==> config.mk <==
export PLATFORM = sky130hd
export DESIGN_NAME = pov_char_sequencer
export DESIGN_NICKNAME = d
export VERILOG_FILES = /design/src/rtl/pov_char_sequencer.sv
export SDC_FILE = /design/constraint.sdc
export NUM_CORES = 1
export LEC_CHECK = 0
export ABC_AREA = 0
export BUFFER_PORTS_ARGS = -buffer_cell sky130_fd_sc_hd__buf_2
export CAP_MARGIN = 15
export CORE_MARGIN = 2
export CORE_UTILIZATION = 30
export CTS_CLUSTER_DIAMETER = 100
export CTS_CLUSTER_SIZE = 8
export DETAILED_ROUTE_END_ITERATION = 7
export PLACE_DENSITY = 0.45
export SKIP_LAST_GASP = 1
export SYNTH_ARGS = -nofsm -noshare
export SYNTH_HDL_FRONTEND = slang
export SYNTH_SLANG_ARGS = --single-unit
==> constraint.sdc <==
create_clock -name clk -period 3.05 [get_ports clk]
set_input_delay 0.305 -clock clk [delete_from_list [all_inputs] [get_ports clk]]
set_output_delay 0.305 -clock clk [all_outputs]
set_load 0.02 [all_outputs]
==> src/rtl/pov_char_sequencer.sv <==
// ============================================================================
// pov_char_sequencer: per-revolution character sequencer for the POV display.
// Revision: 1.0
// ============================================================================
`default_nettype none

module pov_char_sequencer #(
  parameter int MSG_DEPTH     = 16,
  parameter int ADDR_W        = 4,
  parameter int COLS_PER_CHAR = 6
) (
  input  logic              clk,
  input  logic              rst_n,
  input  logic              wr_en,
  input  logic [ADDR_W-1:0] wr_addr,
  input  logic [6:0]        wr_data,
  input  logic [ADDR_W:0]   msg_len,
  input  logic              sync,
  input  logic              col_tick,
  output logic              load_char,
  output logic [6:0]        ascii,
  output logic [2:0]        column,
  output logic              blank,
  output logic              busy
);

  typedef enum logic [1:0] {
    S_IDLE = 2'd0,
    S_LOAD = 2'd1,
    S_DRAW = 2'd2
  } state_t;

  localparam logic [2:0]      C_LAST_COL = 3'(COLS_PER_CHAR - 1);
  localparam logic [ADDR_W:0] C_DEPTH    = (ADDR_W + 1)'(MSG_DEPTH);

  logic [6:0]        r_mem [MSG_DEPTH];
  state_t            r_state;
  logic [ADDR_W-1:0] r_idx;
  logic [ADDR_W:0]   r_len;

  logic [ADDR_W:0]   w_len_clamped;
  logic [ADDR_W-1:0] w_idx_inc;
  logic              w_more;
  logic [2:0]        w_col_inc;
  logic [6:0]        w_rd_first;
  logic [6:0]        w_rd_next;

  assign w_len_clamped = (msg_len > C_DEPTH) ? C_DEPTH : msg_len;
  assign w_idx_inc     = r_idx + ADDR_W'(1);
  assign w_more        = ({1'b0, r_idx} + (ADDR_W + 1)'(1)) < r_len;
  assign w_col_inc     = column + 3'd1;
  // The character is fetched on the edge that enters LOAD, so a same-cycle
  // write to that address is seen only by the following frame.
  assign w_rd_first    = r_mem[0];
  assign w_rd_next     = r_mem[w_idx_inc];

  always_ff @(posedge clk) begin
    if (wr_en) begin
      r_mem[wr_addr] <= wr_data;
    end
  end

  always_ff @(posedge clk or negedge rst_n) begin
    if (!rst_n) begin
      r_state   <= S_IDLE;
      r_idx     <= '0;
      r_len     <= '0;
      load_char <= 1'b0;
      ascii     <= '0;
      column    <= '0;
      blank     <= 1'b1;
      busy      <= 1'b0;
    end else begin
      load_char <= 1'b0;
      if (sync) begin
        // Sync restarts from any state and swallows a coincident col_tick.
        r_len  <= w_len_clamped;
        r_idx  <= '0;
        column <= '0;
        if (w_len_clamped == '0) begin
          r_state <= S_IDLE;
          blank   <= 1'b1;
          busy    <= 1'b0;
        end else begin
          r_state   <= S_LOAD;
          load_char <= 1'b1;
          ascii     <= w_rd_first;
          blank     <= 1'b0;
          busy      <= 1'b1;
        end
      end else begin
        case (r_state)
          S_LOAD: begin
            r_state <= S_DRAW;
            column  <= '0;
          end
          S_DRAW: begin
            if (col_tick) begin
              if (column != C_LAST_COL) begin
                column <= w_col_inc;
                blank  <= (w_col_inc == C_LAST_COL);
              end else if (w_more) begin
                r_idx     <= w_idx_inc;
                r_state   <= S_LOAD;
                load_char <= 1'b1;
                ascii     <= w_rd_next;
                column    <= '0;
                blank     <= 1'b0;
              end else begin
                r_state <= S_IDLE;
                column  <= '0;
                blank   <= 1'b1;
                busy    <= 1'b0;
              end
            end
          end
          default: begin
            r_state <= S_IDLE;
          end
        endcase
      end
    end
  end

endmodule

`default_nettype wire
# After elaboration in Yosys (flattened, before gate mapping)
# Memories as Yosys holds them, arrays and structs flattened.
# Index checks and enable logic that the tools add are counted.
# totals
in_bits	21
memories	1
mem_bits_rw	112
register_bits	24
output_inout_bits	13
elab_cells	75
# mem_list
memory	words	width	read_ports	rd_clocked_by_memory_dff	write_ports	line_no	rtl
r_mem	16	7	2	0	1	36	logic [6:0] r_mem [MSG_DEPTH];
# op_classes
reduce_logical	11
mux	41
order_cmp	2
eq_ne	9
addsub	3
# ops
op	count
two-way mux 7 bit	6
two-way mux 1 bit	21
two-way mux 4 bit	5
two-way mux 3 bit	3
!= test 3 bit, second input constant	3
AND reduction 4 bit	2
two-way mux 2 bit	3
!= test 2 bit, second input constant	3
one-hot mux 3 bit (2 select lines)	1
AND reduction 2 bit	3
nonzero test 2 bit	3
adder 4 x 1 -> 5 bit, second input constant	1
> comparator 5 bit, second input constant	1
logical NOT 5 bit	1
< comparator 5 bit	1
two-way mux 5 bit	1
AND reduction 5 bit	1
adder 4 x 1 -> 4 bit, second input constant	1
one-hot mux 2 bit (2 select lines)	1
adder 3 x 1 -> 3 bit, second input constant	1
== test 3 bit, second input constant	1
nonzero test 3 bit	1
== test 2 x 1 -> 1 bit, second input constant	1
== test 2 bit, second input constant	1

# Longest topological paths before layout
# logic_depth
ltp_word	7
ltp_mapped	9
ltp_nobuf	8

# Worst setup path after synthesis
# Ideal clock, no wire load.
# synth_path
path_type	reg2reg
from	register r_idx[0]
to	register ascii[0]
path_slack_ns	0.451
t_arrival_ns	2.474
setup_ns	0.125
stages_incl_launch_ff	10
required_ns	2.925
path_buffers	1
period_less_slack_ns	2.599
cell_sequence	dfrtp_1 > ha_1 > xor2_4 > buf_12 > ha_1 > a21o_1 > a21oi_1 > nand3_4 > o21bai_4 > mux2_2
# synth_between
elab_chain_cells	7
word_cells_on_any_way	11
classes_between	add/sub (2); order compare (1); mux (5); reduce/logical (2); memory (1)
# synth_rtl
element	line_no	rtl
from (decl)	38	logic [ADDR_W-1:0] r_idx;
from (signal assigned)	103	r_idx <= w_idx_inc;
adder 4 x 1 -> 4 bit	49	assign w_idx_inc = r_idx + ADDR_W'(1);
memory (16 x 7 bit)	n/a	
two-way mux 7 bit	102	end else if (w_more) begin
two-way mux 7 bit	99	if (column != C_LAST_COL) begin
two-way mux 7 bit	98	if (col_tick) begin
two-way mux 7 bit	92	case (r_state)
two-way mux 7 bit	75	if (sync) begin
to (signal assigned)	87	ascii <= w_rd_first;
to (signal assigned)	106	ascii <= w_rd_next;
to (decl)	21	output logic [6:0] ascii,
# Parallel ways exist; a longest one is shown, timed or not. The select of a mux whose other input is x is not followed.
# A chain may end at the register's enable or synchronous reset.

# Worst setup path after layout
# layout_path
from	register r_idx[2]
to	register ascii[6]
# Same word-level chain as after synthesis.

==> results.ini <==
[clock_network]
postCtsSetupRepairBufs = 0
cts_tree = yes
htreeDepth = 4
cts-root-buf = clkbuf_16
cts-resized-gates = 0
clk_latency_ps = 410
clk_pin_slew_ps = 60
cts_num_sinks = 136
postCtsHoldBufs = 1
clock_path_buffers = 2
cts_buffers = 17

[power_and_ir_drop]
pwr-share-seq_pct = 48.1
p_sw_w = 0.0009192
power_frac_comb_pct = 4.0
internal-power_w = 0.003417
irDropWorstVdd_mv = 0.4850
leakagePower_nw = 2.304
clkPwrFrac_pct = 47.9
powerDensity_nw_per_um2 = 638.6
swShare_pct = 21.20

[finish]
antenna_cells = 0
multi_input_area_um2 = 1613
seqCellArea_um2 = 3966
finish.instance_area_um2 = 6790
drive_gt1_share_pct = 33.85
syn2layout_area_growth_pct = 19.22
fillers = 1754
layout.nets = 397

[grt]
grt_pass1_wl_um = 18330
grtUsageTotal_pct = 12.56
grt_max_degree = 35
grt_pass1_vias = 3153
antenna_found_initial = 0
grt_overflow = 0

[timing]
slew_headroom_pct = 43.21
slew_viol_final = 0
fin_skew_ps = 9.475
rsz0062_at_grt = false
finalSetupViolCount = 0
period_share_pct = 82.45
tns_ps = 0
fin_crit_ps = 2515
maxClockFrequency_mhz = 397.7
finalHoldViolations = 0
tightest_slew_ps = 848.7

[synthesis]
syn_nets = 342
yosysTopAreaCell = edfxtp_1
ys.flop_type = edfxtp_1
yosysTopAreaCellShare_pct = 59.05
netlist_area_um2 = 5695
synth.distinct_cells = 48
synth_seq_cells = 136
synthTopCellsByArea = edfxtp_1 (59%), mux4_2 (11%), dfrtp_1 (10%)
avgSynthCellArea_um2 = 18.02
yosysWarningCount = 0
ys_seq_area_share_pct = 69.62
synth_edf_count = 112
synthArstFlopShare_pct = 17.65
syn_inst = 316

[routing]
postRouteAntennaNets = 0
totalWireLength_um = 11640
drc = 0
vias = 2974
viasPerCell = 4.812
initialDrtViolationCount = 172
wl_per_cell_um = 18.84
firstDrtPassIters = 4

[floorplanning]
die_area_um2 = 20100
die_x_um = 141.8
io_pins = 34
die_h_um = 141.8
initial_core_util_pct = 30.55
coreArea_um2 = 18640
rows = 50

[worst_setup_path]
path_class = flop to flop
critPathMaxFanout = 8
crit_chain = nand3_2 > xnor2_4 > ha_1 > a21o_1 > a21oi_1 > buf_4 > nand3_4 > o21bai_4 > mux2_2
critical-path-top-delay-family = compound AO/OA/AOI/OAI gates
required_ps = 3340
startpoint_type = flop
crit_buf_inv = 1
end_kind = flop
slowest_stage = dfrtp_1
cp.arrival_ps = 2810
cpPeakStageDelay_ps = 480

[placement]
portBuffers = 33
hpwl_um = 7744
dpl-instance-area_um2 = 6181
routabilityCongestion = 0.7191

[flow_run]
maxCapViolCount = 0

[min_path]
hold_path.class = input pin to flop

[run_status]
run_status = finished, final reports clean

cell usage after synthesis (all sizes together) (2+ instances only):
master and n:
o21bai 3, o22ai 3, inv 7, mux2 14, mux2i 16, and3 2, nand2 19, nor2 18
ha 5, nand3 4, nand3b 2, edfxtp 112, mux4 28, o21ai 12, o211ai 2, a21oi 6
nand2b 3, nor3 6, clkbuf 4, buf 8, dfrtp 23, xor2 3
cells by family (layout without fill, tap and decap cells):
kind of cell	count (synthesis)	after routing	share of synthesized area [%]
multiplexers	58	58	16.65
adder cells (fa/ha/maj)	5	5	1.098
buffers and inverters	19	87	2.065
AND/OR/NAND/NOR	60	60	5.273
flip-flops	136	136	69.62
XOR/XNOR	4	4	1.274
AO/OA/AOI/OAI	34	34	4.020
registers in the layout, summed over array words and instances (netlist names):
register	cells
r_mem	112
column	3
r_idx	4
load_char	1
busy	1
ascii	7
blank	1
r_state	2
r_len	5
through the flow:
| stage | hold WS (ps) | total power, W | std cells | utilization (%) | setup WS, ps |
|---|---|---|---|---|---|
| after floorplan | 9.409 | 0.002212 | 316 | - | 451.2 |
| after global placement | 327.3 | 0.002296 | 585 | 33.15 | 577.3 |
| after detailed placement | 333.9 | 0.002301 | 585 | 33.15 | 531.0 |
| after CTS | 134.2 | 0.004384 | 618 | 36.42 | 517.6 |
| after global routing | 140.5 | 0.004492 | 618 | 36.42 | 332.9 |
| final | 154.7 | 0.004337 | 618 | 36.42 | 535.2 |
final timing paths:
| path | end | slack, ps | depth (start not counted) | from |
|---|---|---|---|---|
| max in group asynchronous | r_idx[0] | 2200 | 2 | rst_n |
| max reg2reg | ascii[6] | 540 | 9 | r_idx[2] |
| min in group asynchronous | r_idx[2] | 430 | 2 | rst_n |
| max | ascii[6] | 540 | 9 | r_idx[2] |
| min | r_len[0] | 150 | 2 | msg_len[4] |
| min reg2reg | r_len[0] | 510 | 1 | r_len[0] |
power groups by stage:
| stage | Clock (W) | Combinational, W | Sequential (W) |
|---|---|---|---|
| floorplan | 0 | 0.0000772 | 0.00213 |
| global placement | 0 | 0.000170 | 0.00213 |
| detailed placement | 0 | 0.000174 | 0.00213 |
| CTS | 0.00212 | 0.000176 | 0.00209 |
| global route | 0.00221 | 0.000192 | 0.00209 |
| finish | 0.00208 | 0.000173 | 0.00209 |
cell usage in the layout, fill, tap and decap left out, types with 6 or more instances in the layout:
| cell type | netlist | routed |
|---|---|---|
| buf_2 | 3 | 33 |
| clkbuf_16 | 0 | 17 |
| nor2_1 | 18 | 18 |
| nand2_1 | 19 | 19 |
| a21oi_1 | 6 | 6 |
| edfxtp_1 | 112 | 112 |
| mux2i_1 | 16 | 16 |
| inv_1 | 7 | 7 |
| dfrtp_1 | 23 | 22 |
| nor3_1 | 6 | 6 |
| o21ai_1 | 7 | 7 |
| mux4_2 | 28 | 28 |
| buf_4 | 2 | 13 |
| mux2_2 | 14 | 14 |
routing by layer:
metal / share of wire, % / up-vias / wire length (um) / GRT usage, %
met1: 47 / 1528 / 5446 / 16.54
li1: - / 1365 / - / -
met4: 1.3 / 0 / 152 / 4.526
met5: 0 / - / 0 / 0
met3: 3.9 / 10 / 457 / 4.016
met2: 48 / 71 / 5587 / 19.60
layout make-up:
class                   count  area share (%)
flip-flops and latches    136           58.41
multi-input cells         161           23.75
clock buffers              18           6.320
repair buffers             48           4.312
well taps                 234           4.312
clock inverters            14           2.506
inverters                   7          0.3870
(Power assumes the default switching activity.)
